`src/rtl/stopwatch_pkg.sv`:
```
// stopwatch_pkg: shared types and constants for the BCD stopwatch controller
package stopwatch_pkg;
   typedef enum logic [1:0] {IDLE, RUN, PAUSE, LAP} state_t;
   localparam int DIGIT_W = 4;
   localparam logic [DIGIT_W-1:0] C1_MAX  = 4'd9;
   localparam logic [DIGIT_W-1:0] C10_MAX = 4'd9;
   localparam logic [DIGIT_W-1:0] S1_MAX  = 4'd9;
   localparam logic [DIGIT_W-1:0] S10_MAX = 4'd5;
   localparam logic [6:0] SEG_0 = 7'b100_0000;
   localparam logic [6:0] SEG_1 = 7'b111_1001;
   localparam logic [6:0] SEG_2 = 7'b010_0100;
   localparam logic [6:0] SEG_3 = 7'b011_0000;
   localparam logic [6:0] SEG_4 = 7'b001_1001;
   localparam logic [6:0] SEG_5 = 7'b001_0010;
   localparam logic [6:0] SEG_6 = 7'b000_0010;
   localparam logic [6:0] SEG_7 = 7'b111_1000;
   localparam logic [6:0] SEG_8 = 7'b000_0000;
   localparam logic [6:0] SEG_9 = 7'b001_0000;
   localparam logic [6:0] SEG_BLANK = 7'b111_1111;
   localparam logic DP_ON  = 1'b0;
   localparam logic DP_OFF = 1'b1;
   localparam logic [1:0] DP_IDX = 2'd2;
endpackage

```
`src/rtl/decoder_7seg.sv`:
```
// decoder_7seg: BCD digit to active-low segments {g,f,e,d,c,b,a}, blank for non-BCD codes
module decoder_7seg
   import stopwatch_pkg::*;
(
   input  logic [DIGIT_W-1:0] bcd,
   output logic [6:0]         seg
);
   // map each BCD code onto its segment pattern
   always_comb begin
      seg = SEG_BLANK;
      case (bcd)
         4'd0: seg = SEG_0;
         4'd1: seg = SEG_1;
         4'd2: seg = SEG_2;
         4'd3: seg = SEG_3;
         4'd4: seg = SEG_4;
         4'd5: seg = SEG_5;
         4'd6: seg = SEG_6;
         4'd7: seg = SEG_7;
         4'd8: seg = SEG_8;
         4'd9: seg = SEG_9;
         default: seg = SEG_BLANK;
      endcase
   end
endmodule

```
`src/rtl/stopwatch_bcd_digit.sv`:
```
// bcd_digit: one cascadable BCD counter stage counting 0..MAX with carry out
module bcd_digit
   import stopwatch_pkg::*;
#(
   parameter logic [DIGIT_W-1:0] MAX = 4'd9
) (
   input  logic               clk,
   input  logic               reset_n,
   input  logic               en,
   input  logic               clr,
   output logic [DIGIT_W-1:0] q,
   output logic               carry
);
   assign carry = en & (q == MAX);

   // clear wins; otherwise advance on enable and wrap after MAX
   always_ff @(posedge clk or negedge reset_n) begin
      if (!reset_n) q <= '0;
      else if (clr) q <= '0;
      else if (en) q <= (q == MAX) ? '0 : q + 1'b1;
   end
endmodule

```
`src/rtl/stopwatch_ctrl.sv`:
```
// stopwatch_ctrl: button-driven SS.cc stopwatch with lap latch and multiplexed FND drive
module stopwatch_ctrl
   import stopwatch_pkg::*;
#(
   parameter int TICK_DIV = 1_000_000,
   parameter int SCAN_DIV = 100_000
) (
   input  logic        clk,
   input  logic        reset_n,
   input  logic        btn_start_stop,
   input  logic        btn_lap,
   input  logic        btn_clear,
   output logic [7:0]  seg_7,
   output logic [3:0]  com,
   output logic [15:0] time_bcd,
   output logic        running
);
   localparam int TW = $clog2(TICK_DIV);
   localparam int SW = (SCAN_DIV > 1) ? $clog2(SCAN_DIV) : 1;
   localparam logic [TW-1:0] TICK_LAST = TW'(TICK_DIV - 1);
   localparam logic [SW-1:0] SCAN_LAST = SW'(SCAN_DIV - 1);

   state_t state, next_state;
   logic [2:0]         btn_d;
   logic [2:0]         rise;
   logic               cmd_ss, cmd_clr, cmd_lap;
   logic               capture, clear;
   logic               counting, tick;
   logic [TW-1:0]      tick_cnt;
   logic [SW-1:0]      scan_cnt;
   logic               scan_wrap;
   logic [1:0]         idx;
   logic [15:0]        latch;
   logic [15:0]        disp;
   logic [DIGIT_W-1:0] digit;
   logic [DIGIT_W-1:0] c1, c10, s1, s10;
   logic               c1_carry, c10_carry, s1_carry, carry_unused;
   logic [6:0]         seg;

   // one command per cycle: start_stop beats clear, clear beats lap
   assign rise    = {btn_start_stop, btn_lap, btn_clear} & ~btn_d;
   assign cmd_ss  = rise[2];
   assign cmd_clr = rise[0] & ~rise[2];
   assign cmd_lap = rise[1] & ~rise[2] & ~rise[0];

   assign counting = (state == RUN) || (state == LAP);
   assign tick     = counting && (tick_cnt == TICK_LAST);

   // registered button copies for rising-edge detection
   always_ff @(posedge clk or negedge reset_n) begin
      if (!reset_n) btn_d <= '0;
      else btn_d <= {btn_start_stop, btn_lap, btn_clear};
   end

   // state register
   always_ff @(posedge clk or negedge reset_n) begin
      if (!reset_n) state <= IDLE;
      else state <= next_state;
   end

   // command decode per state; lap from RUN captures, clear from PAUSE zeroes
   always_comb begin
      next_state = state;
      capture    = 1'b0;
      clear      = 1'b0;
      case (state)
         IDLE:  if (cmd_ss) next_state = RUN;
         RUN: begin
            if (cmd_ss) next_state = PAUSE;
            else if (cmd_lap) begin
               next_state = LAP;
               capture    = 1'b1;
            end
         end
         LAP: begin
            if (cmd_ss) next_state = PAUSE;
            else if (cmd_lap) next_state = RUN;
         end
         PAUSE: begin
            if (cmd_ss) next_state = RUN;
            else if (cmd_clr) begin
               next_state = IDLE;
               clear      = 1'b1;
            end
         end
         default: next_state = IDLE;
      endcase
   end

   // prescaler: runs while counting, holds in PAUSE so partial ticks survive
   always_ff @(posedge clk or negedge reset_n) begin
      if (!reset_n) tick_cnt <= '0;
      else if (state == IDLE || clear) tick_cnt <= '0;
      else if (counting) tick_cnt <= tick ? '0 : tick_cnt + 1'b1;
   end

   bcd_digit #(.MAX(C1_MAX)) u_c1 (
      .clk(clk), .reset_n(reset_n), .en(tick), .clr(clear), .q(c1), .carry(c1_carry)
   );
   bcd_digit #(.MAX(C10_MAX)) u_c10 (
      .clk(clk), .reset_n(reset_n), .en(c1_carry), .clr(clear), .q(c10), .carry(c10_carry)
   );
   bcd_digit #(.MAX(S1_MAX)) u_s1 (
      .clk(clk), .reset_n(reset_n), .en(c10_carry), .clr(clear), .q(s1), .carry(s1_carry)
   );
   bcd_digit #(.MAX(S10_MAX)) u_s10 (
      .clk(clk), .reset_n(reset_n), .en(s1_carry), .clr(clear), .q(s10), .carry(carry_unused)
   );

   assign time_bcd = {s10, s1, c10, c1};

   // lap latch holds the pre-tick count seen at the lap edge
   always_ff @(posedge clk or negedge reset_n) begin
      if (!reset_n) latch <= '0;
      else if (clear) latch <= '0;
      else if (capture) latch <= time_bcd;
   end

   // running mirrors the current state, so it follows a state change by one cycle
   always_ff @(posedge clk or negedge reset_n) begin
      if (!reset_n) running <= 1'b0;
      else running <= counting;
   end

   assign scan_wrap = (scan_cnt == SCAN_LAST);

   // digit scan: com rotates together with idx so both always name the same digit
   always_ff @(posedge clk or negedge reset_n) begin
      if (!reset_n) begin
         scan_cnt <= '0;
         idx      <= '0;
         com      <= 4'b1110;
      end else begin
         scan_cnt <= scan_wrap ? '0 : scan_cnt + 1'b1;
         if (scan_wrap) begin
            idx <= idx + 1'b1;
            com <= {com[2:0], com[3]};
         end
      end
   end

   assign disp  = (state == LAP) ? latch : time_bcd;
   assign digit = disp[{idx, 2'b00} +: DIGIT_W];

   decoder_7seg u_dec (.bcd(digit), .seg(seg));

   assign seg_7 = {(idx == DP_IDX) ? DP_ON : DP_OFF, seg};
endmodule

```
`config.mk`:
```
export PLATFORM = sky130hd
export DESIGN_NAME = stopwatch_ctrl
export DESIGN_NICKNAME = d
export VERILOG_FILES = /design/src/rtl/stopwatch_pkg.sv /design/src/rtl/decoder_7seg.sv /design/src/rtl/stopwatch_bcd_digit.sv /design/src/rtl/stopwatch_ctrl.sv
export SDC_FILE = /design/constraint.sdc
export NUM_CORES = 1
export LEC_CHECK = 0
export ABC_AREA = 1
export CAP_MARGIN = 5
export CORE_MARGIN = 2
export CORE_UTILIZATION = 59
export CTS_CLUSTER_SIZE = 40
export DETAILED_ROUTE_END_ITERATION = 16
export GPL_ROUTABILITY_DRIVEN = 0
export HOLD_SLACK_MARGIN = 0.03
export PLACE_DENSITY_LB_ADDON = 0.12
export RECOVER_POWER = 50
export SETUP_SLACK_MARGIN = 0.1
export SLEW_MARGIN = 15
export SYNTH_ARGS = -nofsm -noshare
export SYNTH_HDL_FRONTEND = slang
export SYNTH_SLANG_ARGS = --single-unit
```
`constraint.sdc`:
```
create_clock -name clk -period 2.25 [get_ports clk]
set_input_delay 0.5625 -clock clk [delete_from_list [all_inputs] [get_ports clk]]
set_output_delay 0.5625 -clock clk [all_outputs]
set_load 0.03 [all_outputs]
```
# == After elaboration in Yosys (flattened, before gate mapping) ==
# Memories as Yosys holds them, arrays and structs flattened.
# Index checks and enable logic that the tools add are counted.
# totals
reg_bits,81
n_memories,1
wordCells,90
romBits,112
# op_classes
n_eq_ne,14
mux,34
shifts,1
n_bitwise,10
n_addsub,7
n_reduce_logical,11
# mem_list
memory,depth,word_bits,read_ports,rd_ports_with_merged_regs,write_ports,line,source
(no name shown),16,7,1,0,0,decoder_7seg.sv:11,case (bcd)
# op_table
operator,n
$mux 20,3
$mux 16,3
$mux 4,12
$add 20x1->20 const B,1
$eq 20x20->1 const B,1
$add 17x1->17 const B,1
$eq 17x17->1 const B,1
$mux 17,1
$add 4x1->4 const B,4
$shiftx 16x5->4,1
$mux 2,7
$eq 4x4->1 const B,3
$reduce_bool 2->1,6
$ne 3x3->1 const B,3
$pmux 2 s4,1
$mux 1,7
$and 1x1->1,6
$eq 2x2->1 const B,3
$eq 4x3->1 const B,1
$reduce_and 4->1,1
$and 3x3->3,1
$not 3->3,1
$add 2x1->2 const B,1
$eq 2x1->1 const B,1
5 further kinds,7

# == Longest topological paths before layout ==
# Gate-level depths: netlist of the first run.
# logic_depth
word_depth,10
ltp_mapped,13
ltp_nobuf,12

# == Modules after synthesis ==
# A second synthesis of the first run with hierarchy kept.
# hier_totals
hier_cells,700
area_unflattened_um2,5003.5
# modules_own_cells
module,cells_per_inst,seq_area_each_um2,area_per_inst_um2,instances
stopwatch_ctrl,505,1630.3,3757.4,1
bcd_digit (u_c1 ...),40,100.1,265.3,3
bcd_digit (u_s10),40,100.1,262.8,1
decoder_7seg,35,0.0,187.7,1

# == Least setup slack after synthesis of the first run ==
# No wires, ideal clock.
# synth_timing
path_type,reg-to-output
from,register state[0]
to,output port seg_7[4]
path_stages_with_launch,14
slack_ps,-30
n_path_buf,1
required_ps,1688
t_arrival_ps,1717
cell_sequence,dfrtp_1 -> nand2_2 -> buf_2 -> nand2_1 -> o211ai_1 -> nand3_1 -> nand2_1 -> inv_1 -> ha_1 -> inv_1 -> nand3_1 -> nand2_1 -> nand2_1 -> nand2_1
# synth_between
elab_chain_len,4
# synth_rtl
element,line,source
start: declaration,stopwatch_ctrl.sv:23,"state_t state, next_state;"
start signal: assignment,stopwatch_ctrl.sv:58,else state <= next_state;
$eq 2x2->1,stopwatch_ctrl.sv:142,assign disp = (state == LAP) ? latch : time_bcd;
$mux 16,stopwatch_ctrl.sv:142,
$shiftx 16x5->4,stopwatch_ctrl.sv:143,"assign digit = disp[{idx, 2'b00} +: DIGIT_W];"
$mem_v2 16x7,n/a,
end: declaration,stopwatch_ctrl.sv:13,"output logic [7:0] seg_7,"
# No other way between the ends.

# == Worst setup path in the final report of the first run ==
# layout_timing
from,register state[1]
to,output port seg_7[3]
# Same word-level chain as after synthesis.

==> summary.md, run 1 <==
| Metric | Value |
|---|---|
| Netlist Area Pre-Place | 4760 sq um |
| Fin crit share | 119% |
| Initial cell density of the core | 61.3% |
| Worst setup EP type | output pin |
| Clock buffer depth | 2 |
| Worst hold path type | input port to asynchronous set/reset pin |
| Share of the synthesized area in the top cell type | 41.0% |
| RSZ-0062 raised after global routing | true |
| IO Count | 34 |
| Setup Skew | 0.00978 ns |
| Yosys warning total | 0 |
| Max frequency | 0.373 GHz |
| Syn nets | 639 |
| Htree depth | 3 |
| N_diodes | 0 |
| Crit-path max cell delay | 0.46 ns |
| DP Wirelength | 7.98 mm |
| CTS Buf Count | 9 |
| Critical path launch point type | flip-flop |
| Die X | 93.8 um |
| Peak supply drop | 0.489 mV |
| TNS Setup | -2.73 ns |
| Power Dens Cells | 664 nW/um^2 |
| Distinct cell type count after synthesis | 44 |
| Area Growth Syn to Fin | 23.2% |
| Arr. time, crit path | 2.12 ns |
| Routed Antenna Nets | 0 |
| Hold_buf cts | 0 |
| Die ar. | 8800 sq um |
| Antenna violations before repair | 0 |
| Setup violators final | 7 |
| Hold Slack | 0.421 ns |
| GR Util All Layers | 28.3% |
| PortBufs | 33 |
| Vias in the first global route | 4331 |
| Critical path peak fanout | 8 |
| Routed WL | 11.9 mm |
| Die height | 93.8 um |
| Final-layout fill cell count | 592 |
| Post-route DRC | 0 |
| First-pass GRT wire length | 19.9 mm |
| Total core area | 7770 sq um |
| Sequential element share of the synthesized area | 42.7% |
| Core Rows | 32 |
| Synthesis-stage register bit count | 81 |
| Mean Syn Cell Area | 7.70 sq um |
| Max_slew headroom | 22.4% |
| Final global-route overflow total | 0 |
| Max stage delay cell, worst path | dfrtp_2 |
| # Max-Cap Violations | 0 |
| Pre-antenna DRT Iters | 6 |
| Cell taking the most area after synthesis | dfrtp_1 |
| Leading cell type in the layout, fill and taps excluded | nand2_1 |
| Reg clk slew, reported paths | 0.09 ns |
| Violated checks | negative setup slack |
| Number of clock sinks | 81 |
| WL/cell | 15.0 um |
| Initial drt markers | 411 |
| Share of cells above drive strength 1 | 21.0% |
| Largest net degree at the start of global routing | 47 |
| Vias/cell | 5.56 |
| Total number of vias | 4415 |
| Synth area leaders | dfrtp_1 41%, nand2_1 12%, nand3_1 7.2% |
| Least-Margin Pin Slew | 1.16 ns |
| Cells after synthesis | 618 |
| Critical path class | flip-flop to output pin |
| Root Driver | clkbuf_8 |
| Required time of the worst setup path | 1.69 ns |
| Critical-path cell list | nand2_4, a21oi_1, o21ai_0, nand3_1, nand2_2, buf_6, ha_4, nand2_4, nand3_2, nand2_2, buf_6 |
| Status | finished, violations left |
| Post-synth ARST share | 100% |
| Final hold vios | 0 |
| DP Worst Slack | -0.149 ns |
| Fin nets | 708 |
| Worst-Skew Late Latency | 0.36 ns |
| Leak | 2.91 nW |
| Number of synthesized flops with an enable pin | 0 |
| CTS tree | built |
| Final Max Tran Viols | 0 |
| Post-synth top flop | dfrtp_1 |
| Commonest non-fill, non-tap cells in the layout | 133 x nand2_1, 76 x dfrtp_1, 72 x nor2_1 |
| Min cycle time layout | 2.68 ns |
| Post-route setup slack | -0.429 ns |
stage by stage:
step / std cells / utilization [%] / instance area (sq um) / power [mW]
5_1_grt: 794 / 75.5 / 5860 / 4.06
3_3_place_gp: 769 / 68.9 / 5360 / 2.51
3_5_place_dp: 769 / 68.9 / 5360 / 2.54
2_1_floorplan: 618 / - / 4780 / 2.28
6_report: 794 / 75.5 / 5860 / 3.89
4_1_cts: 794 / 74.5 / 5790 / 3.76
layout make-up:
cell class	count	area (sq um)	area share, %
Sequential cell	81	2030	34.7
Timing Repair Buffer	69	642	10.9
Tap cell	102	128	2.18
Multi-Input combinational cell	447	2560	43.6
Clock buffer	11	151	2.58
Inverter	79	310	5.29
Clock inverter	5	40.0	0.683
metal layers:
layer | part of all wire, % | track usage (%)
met1 | 46 | 40.5
met2 | 45 | 43.3
met3 | 5.3 | 3.61
met4 | 3.2 | 12.1
met5 | 0 | 0
path summary, 6_finish.rpt:
kind	from	end	slack, ns	cells after the start
hold / removal	reset_n	tick_cnt[12]$_DFFE_PN0P_	0.42	1
min in group clk	scan_cnt[0]$_DFF_PN0_	scan_cnt[0]$_DFF_PN0_	0.46	1
setup reg to reg	state[0]$_DFFE_PN0P_	latch[5]$_DFFE_PN0P_	0.32	10
hold reg to reg	scan_cnt[0]$_DFF_PN0_	scan_cnt[0]$_DFF_PN0_	0.46	1
setup / recovery	state[1]$_DFFE_PN0P_	seg_7[3]	-0.43	11
max in group asynchronous	reset_n	state[0]$_DFFE_PN0P_	0.49	2
cell usage after synthesis (4+ instances only):
master,number
a21oi_1,10
a31oi_1,4
buf_2,4
dfrtp_1,78
ha_1,16
inv_1,70
inv_2,4
nand2_1,154
nand2_4,4
nand3_1,68
nand4_1,11
nor2_1,72
nor2_2,11
nor3_1,10
o21ai_0,25
o21ai_1,4
o22ai_1,5
o31ai_1,6
xnor2_1,4
xor2_1,15
flip-flops by register name, indices dropped and copies added (netlist names):
name / count
btn_d: 3
com: 4
idx: 2
latch: 16
running: 1
scan_cnt: 17
state: 2
tick_cnt: 20
u_c1.q: 4
u_c10.q: 4
u_s1.q: 4
u_s10.q: 4
critical path: cells and delay by family, from the launching register on:
kind / cells / cell delay [ns]
AO/OA/AOI/OAI: 2 / 0.26
adder cells (fa/ha/maj): 1 / 0.28
buffers and inverters: 2 / 0.27
flip-flops: 1 / 0.46
AND/OR/NAND/NOR: 6 / 0.48
what timing repair did:
action | CTS | global route
buffers inserted | 7 | 0
resized for setup | 49 | 29
cloned | 2 | 0
pin swaps | 12 | 15
setup endpoints to repair | 9 | 14
report_power, final:
group          total (mW)  switching, mW  internal, mW
logic                1.26          0.762         0.501
clock network        1.03          0.564         0.465
registers            1.60         0.0733          1.53
kinds of logic after synthesis:
| family | after synthesis | synth area share, % |
|---|---|---|
| adder cells (fa/ha/maj) | 16 | 4.21 |
| AO/OA/AOI/OAI | 59 | 7.23 |
| buffers and inverters | 91 | 8.28 |
| flip-flops | 81 | 42.7 |
| AND/OR/NAND/NOR | 352 | 34.1 |
| XOR/XNOR | 19 | 3.50 |
Power figures use the tool's default switching activity.
==> inputs of run 2 (changes only) <==
--- a/config.mk
+++ b/config.mk
@@ -14,7 +14,6 @@
 export GPL_ROUTABILITY_DRIVEN = 0
 export HOLD_SLACK_MARGIN = 0.03
 export PLACE_DENSITY_LB_ADDON = 0.12
-export RECOVER_POWER = 50
 export SETUP_SLACK_MARGIN = 0.1
 export SLEW_MARGIN = 15
 export SYNTH_ARGS = -nofsm -noshare
==> run 2 against run 1 <==
  * The run still ends with negative setup slack left
  * Count of clock-buffer cells in the layout unchanged
  * Die area unchanged
  * Maximum frequency up 0.15%
  * First-iteration DRC count fell by 0.24%
  * Combinational power about the same
  * Worst setup slack improved by 0.0039 ns
  * Sequential share of layout area down 0.13 points
  * Utilization increased by 0.27 points
  * Critical endpoint unchanged
==> summary.md, run 2 (synthesized netlist as in run 1, its figures left out) <==
| Metric | Value |
|---|---|
| Status | finished, violations left |
| Violated checks | negative setup slack |
| DP Worst Slack | -0.149 ns |
| Final global-route overflow total | 0 |
| # Max-Cap Violations | 0 |
| Worst hold path type | input port to asynchronous set/reset pin |
| Power Dens Cells | 664 nW/um^2 |
| Fin crit share | 119% |
| Top flop regs | tick_cnt (20), scan_cnt (17), latch (16) |
| Total area of sequential cells | 2030 sq um |
| Biggest register | tick_cnt |
| Least-Margin Pin Slew | 0.617 ns |
| GR Util All Layers | 28.3% |
| Hold Slack | 0.207 ns |
| Area Growth Syn to Fin | 23.6% |
| Commonest non-fill, non-tap cells in the layout | 133 x nand2_1, 76 x dfrtp_1, 72 x nor2_1 |
| Largest net degree at the start of global routing | 47 |
| Vias in the first global route | 4331 |
| Initial cell density of the core | 61.3% |
| Worst-Skew Late Latency | 0.36 ns |
| Max frequency | 0.374 GHz |
| N_diodes | 0 |
| IO Count | 34 |
| DP Wirelength | 7.98 mm |
| Reg clk slew, reported paths | 0.09 ns |
| Crit-path max cell delay | 0.45 ns |
| R2R cell count | 10 |
| Antenna violations before repair | 0 |
| Clock buffer depth | 2 |
| Routed Antenna Nets | 0 |
| Worst setup EP type | output pin |
| Crit Reg-Reg Startpoint | state[0]$_DFFE_PN0P_ |
| First-pass GRT wire length | 19.9 mm |
| Total core area | 7770 sq um |
| Setup Skew | 0.0134 ns |
| Htree depth | 3 |
| Post-route setup slack | -0.425 ns |
| Required time of the worst setup path | 1.69 ns |
| Critical path peak fanout | 8 |
| Max stage delay cell, worst path | dfrtp_2 |
| Multi-input gate area | 2560 sq um |
| Critical path origin | state[1]$_DFFE_PN0P_ |
| Critical path launch point type | flip-flop |
| CP Buf/Inv Count | 2 |
| CP delay by family, top | simple AND/OR/NAND/NOR gates |
| WL/cell | 15.1 um |
| Dpl cell area | 5360 sq um |
| Fin nets | 708 |
| PortBufs | 33 |
| Arr. time, crit path | 2.11 ns |
| Share of cells above drive strength 1 | 21.1% |
| Pre-antenna DRT Iters | 5 |
| CP Depth | 11 |
| Vias/cell | 5.62 |
| Leak | 2.92 nW |
| Peak supply drop | 0.490 mV |
| Final-layout fill cell count | 588 |
| Die X | 93.8 um |
| Root Driver | clkbuf_8 |
| Final hold vios | 0 |
| Final Max Tran Viols | 0 |
| Die ar. | 8800 sq um |
| TNS Setup | -2.72 ns |
| Total number of vias | 4460 |
| Initial drt markers | 410 |
| Critical-path cell list | nand2_4, a21oi_1, o21ai_0, nand3_1, nand2_2, buf_6, ha_4, nand2_4, nand3_2, nand2_2, buf_6 |
| Die height | 93.8 um |
| Post-route DRC | 0 |
| Critical path class | flip-flop to output pin |
| RSZ-0062 raised after global routing | true |
| Core Rows | 32 |
| CTS tree | built |
| Routed WL | 12.0 mm |
| Min cycle time layout | 2.67 ns |
| Final instance area | 5880 sq um |
| Max FFs per register | 20 |
| Max_slew headroom | 58.9% |
| Setup violators final | 7 |
| Leading cell type in the layout, fill and taps excluded | nand2_1 |
| CTS Buf Count | 9 |
| Number of clock sinks | 81 |
run 2: cell types whose count changed in the layout (fill, tap and decap cells not counted):
| cell | delta |
|---|---|
| dlygate4sd3_1 | -3 |
| clkbuf_2 | -2 |
| clkdlybuf4s50_1 | +3 |
| buf_12 | +1 |
| buf_4 | +2 |
| clkbuf_1 | -1 |
run 2: area by class of cell:
| class | instances | share of cell area, % |
|---|---|---|
| Timing Repair Buffer | 69 | 11.3 |
| Clock inverter | 5 | 0.680 |
| Tap cell | 102 | 2.17 |
| Inverter | 79 | 5.27 |
| Multi-Input combinational cell | 447 | 43.5 |
| Clock buffer | 11 | 2.57 |
| Sequential cell | 81 | 34.6 |
run 2: worst register-to-register path, delay by kind of cell (launching register included):
family / cells / cell delay [ns]
simple gates: 5 / 0.72
flops: 1 / 0.46
buf+inv: 4 / 0.59
compound gates: 1 / 0.07
run 2: timing repair:
item,CTS,global route
gates resized for setup,49,29
hold buffers,0,0
buffers inserted,7,0
endpoints found under the setup margin,9,14
cloned,2,0
pin swaps,12,15
run 2: final timing paths:
check / end / slack [ns]
min reg2reg: scan_cnt[0]$_DFF_PN0_ / 0.46
max in group asynchronous: scan_cnt[4]$_DFF_PN0_ / 1.46
min in group clk: scan_cnt[0]$_DFF_PN0_ / 0.46
max reg2reg: latch[5]$_DFFE_PN0P_ / 0.32
min: tick_cnt[12]$_DFFE_PN0P_ / 0.21
max: seg_7[3] / -0.42
run 2: power breakdown:
group          internal (mW)  switching [mW]
sequential              1.53          0.0724
clock                  0.465           0.570
combinational          0.506           0.763
total                   2.50            1.41
run 2: through the flow:
step	cells	power (mW)	util (%)
2_1_floorplan	618	2.28	-
3_3_place_gp	769	2.51	68.9
3_5_place_dp	769	2.54	68.9
4_1_cts	794	3.76	74.5
5_1_grt	794	4.07	75.8
6_report	794	3.91	75.8
run 2: layer usage:
metal / share of wire, % / GRT usage, %
met1: 46 / 40.5
met2: 46 / 43.3
met5: 0 / 0
met4: 2.9 / 12.1
met3: 5.0 / 3.61
